### config.mk
export PLATFORM = sky130hd
export DESIGN_NAME = pipe_ctrl
export DESIGN_NICKNAME = d
export VERILOG_FILES = /design/src/rtl/pipe_ctrl_pkg.sv /design/src/rtl/pipe_ctrl_hazard.sv /design/src/rtl/pipe_ctrl.sv
export SDC_FILE = /design/constraint.sdc
export NUM_CORES = 1
export LEC_CHECK = 0
export BUFFER_PORTS_ARGS = -buffer_cell sky130_fd_sc_hd__clkbuf_2
export CAP_MARGIN = 0
export CELL_PAD_IN_SITES_DETAIL_PLACEMENT = 0
export CELL_PAD_IN_SITES_GLOBAL_PLACEMENT = 1
export CORE_MARGIN = 10
export CORE_UTILIZATION = 26
export DETAILED_ROUTE_END_ITERATION = 8
export PLACE_DENSITY = 0.9
export SLEW_MARGIN = 20
export SYNTH_ARGS = -nofsm -noshare
export SYNTH_HDL_FRONTEND = slang
export SYNTH_SLANG_ARGS = --single-unit
export TNS_END_PERCENT = 20
### constraint.sdc
create_clock -name clk -period 2.19 [get_ports clk]
set_input_delay 0.1095 -clock clk [delete_from_list [all_inputs] [get_ports clk]]
set_output_delay 0.1095 -clock clk [all_outputs]
set_load 0.02 [all_outputs]
### src/rtl/pipe_ctrl_pkg.sv
// rtl/pipe_ctrl_pkg.sv - shared types and constants for the pipeline hazard/redirect controller
package pipe_ctrl_pkg;

    localparam int          REG_ADDR_W = 5;
    localparam logic [31:0] NOP_INSN   = 32'h0000_0013;

    typedef enum logic [1:0] {
        RUN       = 2'd0,
        BUSY_HOLD = 2'd1,
        REDIRECT  = 2'd2
    } state_e;

endpackage

### src/rtl/pipe_ctrl_hazard.sv
// rtl/pipe_ctrl_hazard.sv - load-use comparator between ID sources and EX destination
module pipe_ctrl_hazard
    import pipe_ctrl_pkg::*;
(
    input  logic [REG_ADDR_W-1:0] id_rs1_addr_i,
    input  logic [REG_ADDR_W-1:0] id_rs2_addr_i,
    input  logic                  id_rs1_ren_i,
    input  logic                  id_rs2_ren_i,
    input  logic [REG_ADDR_W-1:0] ex_rd_addr_i,
    input  logic                  ex_rd_wen_i,
    input  logic                  ex_is_load_i,
    output logic                  load_use_o
);

    logic rs1_hit;
    logic rs2_hit;

    assign rs1_hit = id_rs1_ren_i && (id_rs1_addr_i == ex_rd_addr_i);
    assign rs2_hit = id_rs2_ren_i && (id_rs2_addr_i == ex_rd_addr_i);

    // x0 is hardwired zero, so a load targeting it can never be a real dependency
    assign load_use_o = ex_is_load_i && ex_rd_wen_i && (ex_rd_addr_i != '0) && (rs1_hit || rs2_hit);

endmodule

### src/rtl/pipe_ctrl.sv
// rtl/pipe_ctrl.sv - hold/flush/redirect controller; PIPE_CTRL_PERF_EN enables stall/flush counters
module pipe_ctrl
    import pipe_ctrl_pkg::*;
#(
    parameter int BUSY_MAX = 64
) (
    input  logic                  clk,
    input  logic                  rst,
    input  logic [REG_ADDR_W-1:0] id_rs1_addr,
    input  logic [REG_ADDR_W-1:0] id_rs2_addr,
    input  logic                  id_rs1_ren,
    input  logic                  id_rs2_ren,
    input  logic [REG_ADDR_W-1:0] ex_rd_addr,
    input  logic                  ex_rd_wen,
    input  logic                  ex_is_load,
    input  logic                  ex_jump_en,
    input  logic [31:0]           ex_jump_addr,
    input  logic                  ex_busy,
    input  logic                  perf_clr,
    output logic                  hold_pc,
    output logic                  hold_if_id,
    output logic                  hold_id_ex,
    output logic                  flush_if_id,
    output logic                  flush_id_ex,
    output logic                  pc_load_en,
    output logic [31:0]           pc_load_addr,
    output logic                  busy_timeout,
    output logic [31:0]           stall_cycles,
    output logic [31:0]           flush_count
);

    localparam logic [15:0] BUSY_MAX_C = 16'(BUSY_MAX);

    state_e      state_q, state_d;
    logic [15:0] busy_cnt_q, busy_cnt_d;
    logic        busy_timeout_q;
    logic        load_use;

    pipe_ctrl_hazard u_hazard (
        .id_rs1_addr_i (id_rs1_addr),
        .id_rs2_addr_i (id_rs2_addr),
        .id_rs1_ren_i  (id_rs1_ren),
        .id_rs2_ren_i  (id_rs2_ren),
        .ex_rd_addr_i  (ex_rd_addr),
        .ex_rd_wen_i   (ex_rd_wen),
        .ex_is_load_i  (ex_is_load),
        .load_use_o    (load_use)
    );

    // Controls are gated by rst so they drop the instant reset asserts, even with ex_busy high
    always_comb begin
        hold_pc     = 1'b0;
        hold_if_id  = 1'b0;
        hold_id_ex  = 1'b0;
        flush_if_id = 1'b0;
        flush_id_ex = 1'b0;
        pc_load_en  = 1'b0;
        state_d     = RUN;
        if (rst) begin
            state_d = RUN;
        end else if (ex_busy) begin
            hold_pc    = 1'b1;
            hold_if_id = 1'b1;
            hold_id_ex = 1'b1;
            state_d    = BUSY_HOLD;
        end else if (ex_jump_en && state_q != REDIRECT) begin
            pc_load_en  = 1'b1;
            flush_if_id = 1'b1;
            flush_id_ex = 1'b1;
            state_d     = REDIRECT;
        end else if (load_use && state_q != REDIRECT) begin
            hold_pc     = 1'b1;
            hold_if_id  = 1'b1;
            flush_id_ex = 1'b1;
            state_d     = RUN;
        end
    end

    assign pc_load_addr = rst ? 32'h0 : ex_jump_addr;
    assign busy_cnt_d   = !ex_busy ? 16'h0 :
                          (busy_cnt_q == BUSY_MAX_C) ? busy_cnt_q : busy_cnt_q + 16'h1;
    assign busy_timeout = busy_timeout_q;

    always_ff @(posedge clk or posedge rst) begin
        if (rst) begin
            state_q        <= RUN;
            busy_cnt_q     <= 16'h0;
            busy_timeout_q <= 1'b0;
        end else begin
            state_q    <= state_d;
            busy_cnt_q <= busy_cnt_d;
            if (ex_busy && busy_cnt_d == BUSY_MAX_C) begin
                busy_timeout_q <= 1'b1;
            end
        end
    end

`ifdef PIPE_CTRL_PERF_EN
    logic [31:0] stall_cycles_q;
    logic [31:0] flush_count_q;

    always_ff @(posedge clk or posedge rst) begin
        if (rst) begin
            stall_cycles_q <= 32'h0;
            flush_count_q  <= 32'h0;
        end else if (perf_clr) begin
            stall_cycles_q <= 32'h0;
            flush_count_q  <= 32'h0;
        end else begin
            if (hold_pc) begin
                stall_cycles_q <= stall_cycles_q + 32'h1;
            end
            if (flush_if_id || flush_id_ex) begin
                flush_count_q <= flush_count_q + 32'h1;
            end
        end
    end

    assign stall_cycles = stall_cycles_q;
    assign flush_count  = flush_count_q;
`else
    logic perf_clr_unused;

    assign perf_clr_unused = perf_clr;
    assign stall_cycles    = 32'h0;
    assign flush_count     = 32'h0;
`endif

endmodule

==> results.md <==
- Status: completed
- Final WL: about 5.7 mm
- Crit path max-delay cell type: dfrtp_1
- Routed via count: ~1800
- Wire per inst: 13.0 um
- ANT nets after route: 0
- Part of the cycle the worst path needs: about 90%
- Storage element area: 475 sq um
- Rows: 31
- Total CTS buffers: 3
- Via density: 4.12
- Initial antenna violation count: 0
- Clk_lat worst skew: 0.26 ns
- Vias in the first global route: 1935
- Clk sinks: 19
- Main combinational cell family by area after synthesis: buffers and inverters
- DRC: 0
- Post-Synth Adder-Cell Area: 1.26%
- Worst Hold Slack: ~0.14 ns
- Seq/Total Area, Yosys: 23.9%
- Htree depth: 1
- Critical Path RT: 2.36 ns
- First-pass GRT wire length: around 9 mm
- CP endpoint kind: flip-flop
- Post-Route Skew: 0.00716 ns
- Cell Area, Synth: 1990 sq um
- Initial drt markers: 68
- Die Width: 108 um
- Post-synthesis simple-gate area fraction: 26.7%
- Cells after Synth: 248
- Die area: about 12000 sq um
- Setup violators final: 0
- Hold-fix buffers, CTS: 0
- Internal Power: between 500 and 600 uW
- RePlAce Congestion: 0.799
- Worst-Margin Slew: slightly above 0.7 ns
- Area grow syn2layout: 18.5%
- Seq cells post-synth: 19
- Boundary Pins: 159
- CTS Root Cell: clkbuf_8
- F_max: between 0.4 and 0.5 GHz
- TritonCTS clock tree: yes
- IO Port Bufs: 93
- Largest stage delay, worst path: about 0.45 ns
- Max_cap viols: 0
- Ant. Diodes: 0
- Clock buffer depth: 2
- Die H: 108 um
- Compound-Gate Fraction of Synth Area: 10.4%
- Critical-path cell list: ha_2 > nand4_4 > o31a_1 > o41ai_2 > o211ai_1 > o31ai_1
- Share of power burned in registers: 38.6%
- Core area: about 7400 sq um
- Fillers: roughly 800
- CP max FO: 8
- Avg Synthesized Cell Area: about 8.0 sq um
- DPL Wire Length: 5.00 mm
- Hold Path Class: input port to flip-flop
- Crit path launch type: flip-flop
- Congestion Overflow GR: 0
- Crit path DAT: 2.18 ns
- Initial Util: 27.0%
- Share of power burned in the clock network: 26.1%
- Net Sw Frac: 38.2%
- Final #Nets: 396
- Hold Fails Final Rpt: 0
- Area of the multi-input gates: roughly 1200 sq um
- Post-layout min period: 2.02 ns
- Design area: between 2000 and 2500 sq um
- Reg clk slew, reported paths: 0.07 ns
- Comb pwr share: a little over a third
- Worst rel slew slack: around 53%
- Largest net degree at the start of global routing: 38
- Multiplexer share of the synthesized area: approximately 1.5%
- Layout cells sized above 1: 31.5%
- Power Density: 400 nW/um^2
- GR Util All Layers: 9.24%
- Final max-slew violation count: 0
- DP Area: 2310 sq um
- Setup CP Type: flip-flop to flip-flop
- Xor/xnor cell area share of the yosys netlist: 7.03%
- Pre-antenna DRT Iters: 4
- LEAKAGE: 0.00127 uW
- Distinct cell type count after synthesis: 40
- Maximum resistive drop on vdd: 0.180 mV
- Switch Pwr: roughly 360 uW
- Yosys warnings: 0
[worst max-delay path: cells and delay by family (launching register included)]
family | cells | cell delay [ns]
simple gates | 1 | 0.15
compound gates | 4 | 1.05
fa+ha+maj | 1 | 0.29
flops | 1 | 0.45
[final timing paths]
kind / to / cells after the start / startpoint / slack, ns
max in group asynchronous: busy_cnt_q[0]$_DFF_PP0_ / 2 / rst / 1.34
setup reg to reg: busy_timeout$_DFFE_PP0P_ / 6 / busy_cnt_q[0]$_DFF_PP0_ / 0.17
setup / recovery: busy_timeout$_DFFE_PP0P_ / 6 / busy_cnt_q[0]$_DFF_PP0_ / 0.17
min in group asynchronous: busy_cnt_q[14]$_DFF_PP0_ / 2 / rst / 0.40
hold / removal: state_q[1]$_DFF_PP0_ / 3 / ex_jump_en / 0.14
hold reg to reg: busy_timeout$_DFFE_PP0P_ / 2 / busy_timeout$_DFFE_PP0P_ / 0.49
[stage by stage]
step | power, uW | std cells | util [%] | setup slack, ns | setup TNS [ns]
2_1_floorplan | 686 | 311 | - | 0.309 | 0
6_report | 945 | 436 | 32.0 | 0.172 | 0
3_3_place_gp | 699 | 432 | 31.4 | 0.125 | 0
4_1_cts | 947 | 436 | 32.0 | 0.0781 | 0
5_1_grt | 999 | 436 | 32.0 | -0.00213 | -0.00213
3_5_place_dp | 702 | 432 | 31.4 | 0.105 | 0
[synth_stat cells]
cell type | count | share of area (%)
buf_4 | 67 | 25
nor2b_1 | 33 | 10
dfrtp_1 | 19 | 24
nor2_1 | 17 | 3.2
inv_1 | 11 | 2.1
nor4_1 | 10 | 3.1
xor2_1 | 9 | 4.0
xnor2_1 | 7 | 3.1
a21oi_1 | 6 | 1.5
nand3_1 | 6 | 1.5
o21ai_0 | 6 | 1.5
clkbuf_1 | 5 | 0.94
nor3_1 | 5 | 1.3
nand2_1 | 4 | 0.75
nand4_1 | 4 | 1.3
a211oi_1 | 3 | 1.1
and3_1 | 3 | 0.94
mux2i_1 | 3 | 1.5
and2_1 | 2 | 0.63
buf_2 | 2 | 0.50
ha_1 | 2 | 1.3
o2111ai_1 | 2 | 0.88
o211ai_1 | 2 | 0.75
o21a_1 | 2 | 0.75
o31a_1 | 2 | 0.88
or3_1 | 2 | 0.63
a211o_1 | 1 | 0.44
a21o_1 | 1 | 0.38
a31o_2 | 1 | 0.44
and2b_1 | 1 | 0.38
and4bb_2 | 1 | 0.63
buf_1 | 1 | 0.19
clkinv_1 | 1 | 0.19
conb_1 | 1 | 0.19
nand2b_1 | 1 | 0.31
nand4_2 | 1 | 0.63
nand4_4 | 1 | 1.1
o311a_1 | 1 | 0.50
o31ai_1 | 1 | 0.38
o41ai_2 | 1 | 0.82
[cell type report]
type / instances / area share, %
multi-input combinational: 205 / 49.8
timing repair buffer: 97 / 21.0
tap: 99 / 5.25
sequential: 19 / 20.1
clock buffer: 4 / 1.91
inverter: 12 / 1.91
[power by group through the flow]
stage,Combinational [uW],Clock [uW],Sequential (uW)
detailed placement,331,0,372
floorplan,316,0,369
global placement,328,0,371
finish,333,247,365
global route,367,266,366
CTS,331,251,365
[metal layers]
metal  global-route usage [%]  vias up  share of wire [%]
met2                     16.4      101                 50
met1                     9.33      813                 37
met4                     2.86        0                1.4
li1                         -      875                  -
met5                        0        -                  0
met3                     4.37        7                 12
[logic make-up after synthesis]
logic type,count (synthesis)
AO/OA/AOI/OAI,29
XOR/XNOR,16
other,1
buffers and inverters,87
AND/OR/NAND/NOR,91
multiplexers,3
flip-flops,19
adder cells (fa/ha/maj),2
[flip-flops by register name, indices dropped and copies added (netlist names)]
name / count
busy_cnt_q: 16
busy_timeout: 1
state_q: 2
[layout by cell type (no fill, tap or decap), types with 5 or more instances in the layout]
cell,synthesis,final
a21oi_1,6,6
inv_1,11,11
nor4_1,10,10
nor3_1,5,5
nor2b_1,33,33
nand3_1,6,6
conb_1,1,64
xnor2_1,7,7
nor2_1,17,17
o21ai_0,6,6
dfrtp_1,19,19
xor2_1,9,9
clkbuf_2,0,93
[what timing repair did]
| item | 4_1_cts | 5_1_grt |
|---|---|---|
| endpoints found under the hold margin | 0 | 0 |
| endpoints found under the setup margin | 0 | 1 |
| buffers inserted | 0 | 0 |
| gates resized for setup | 0 | 1 |
(Power assumes the default switching activity.)
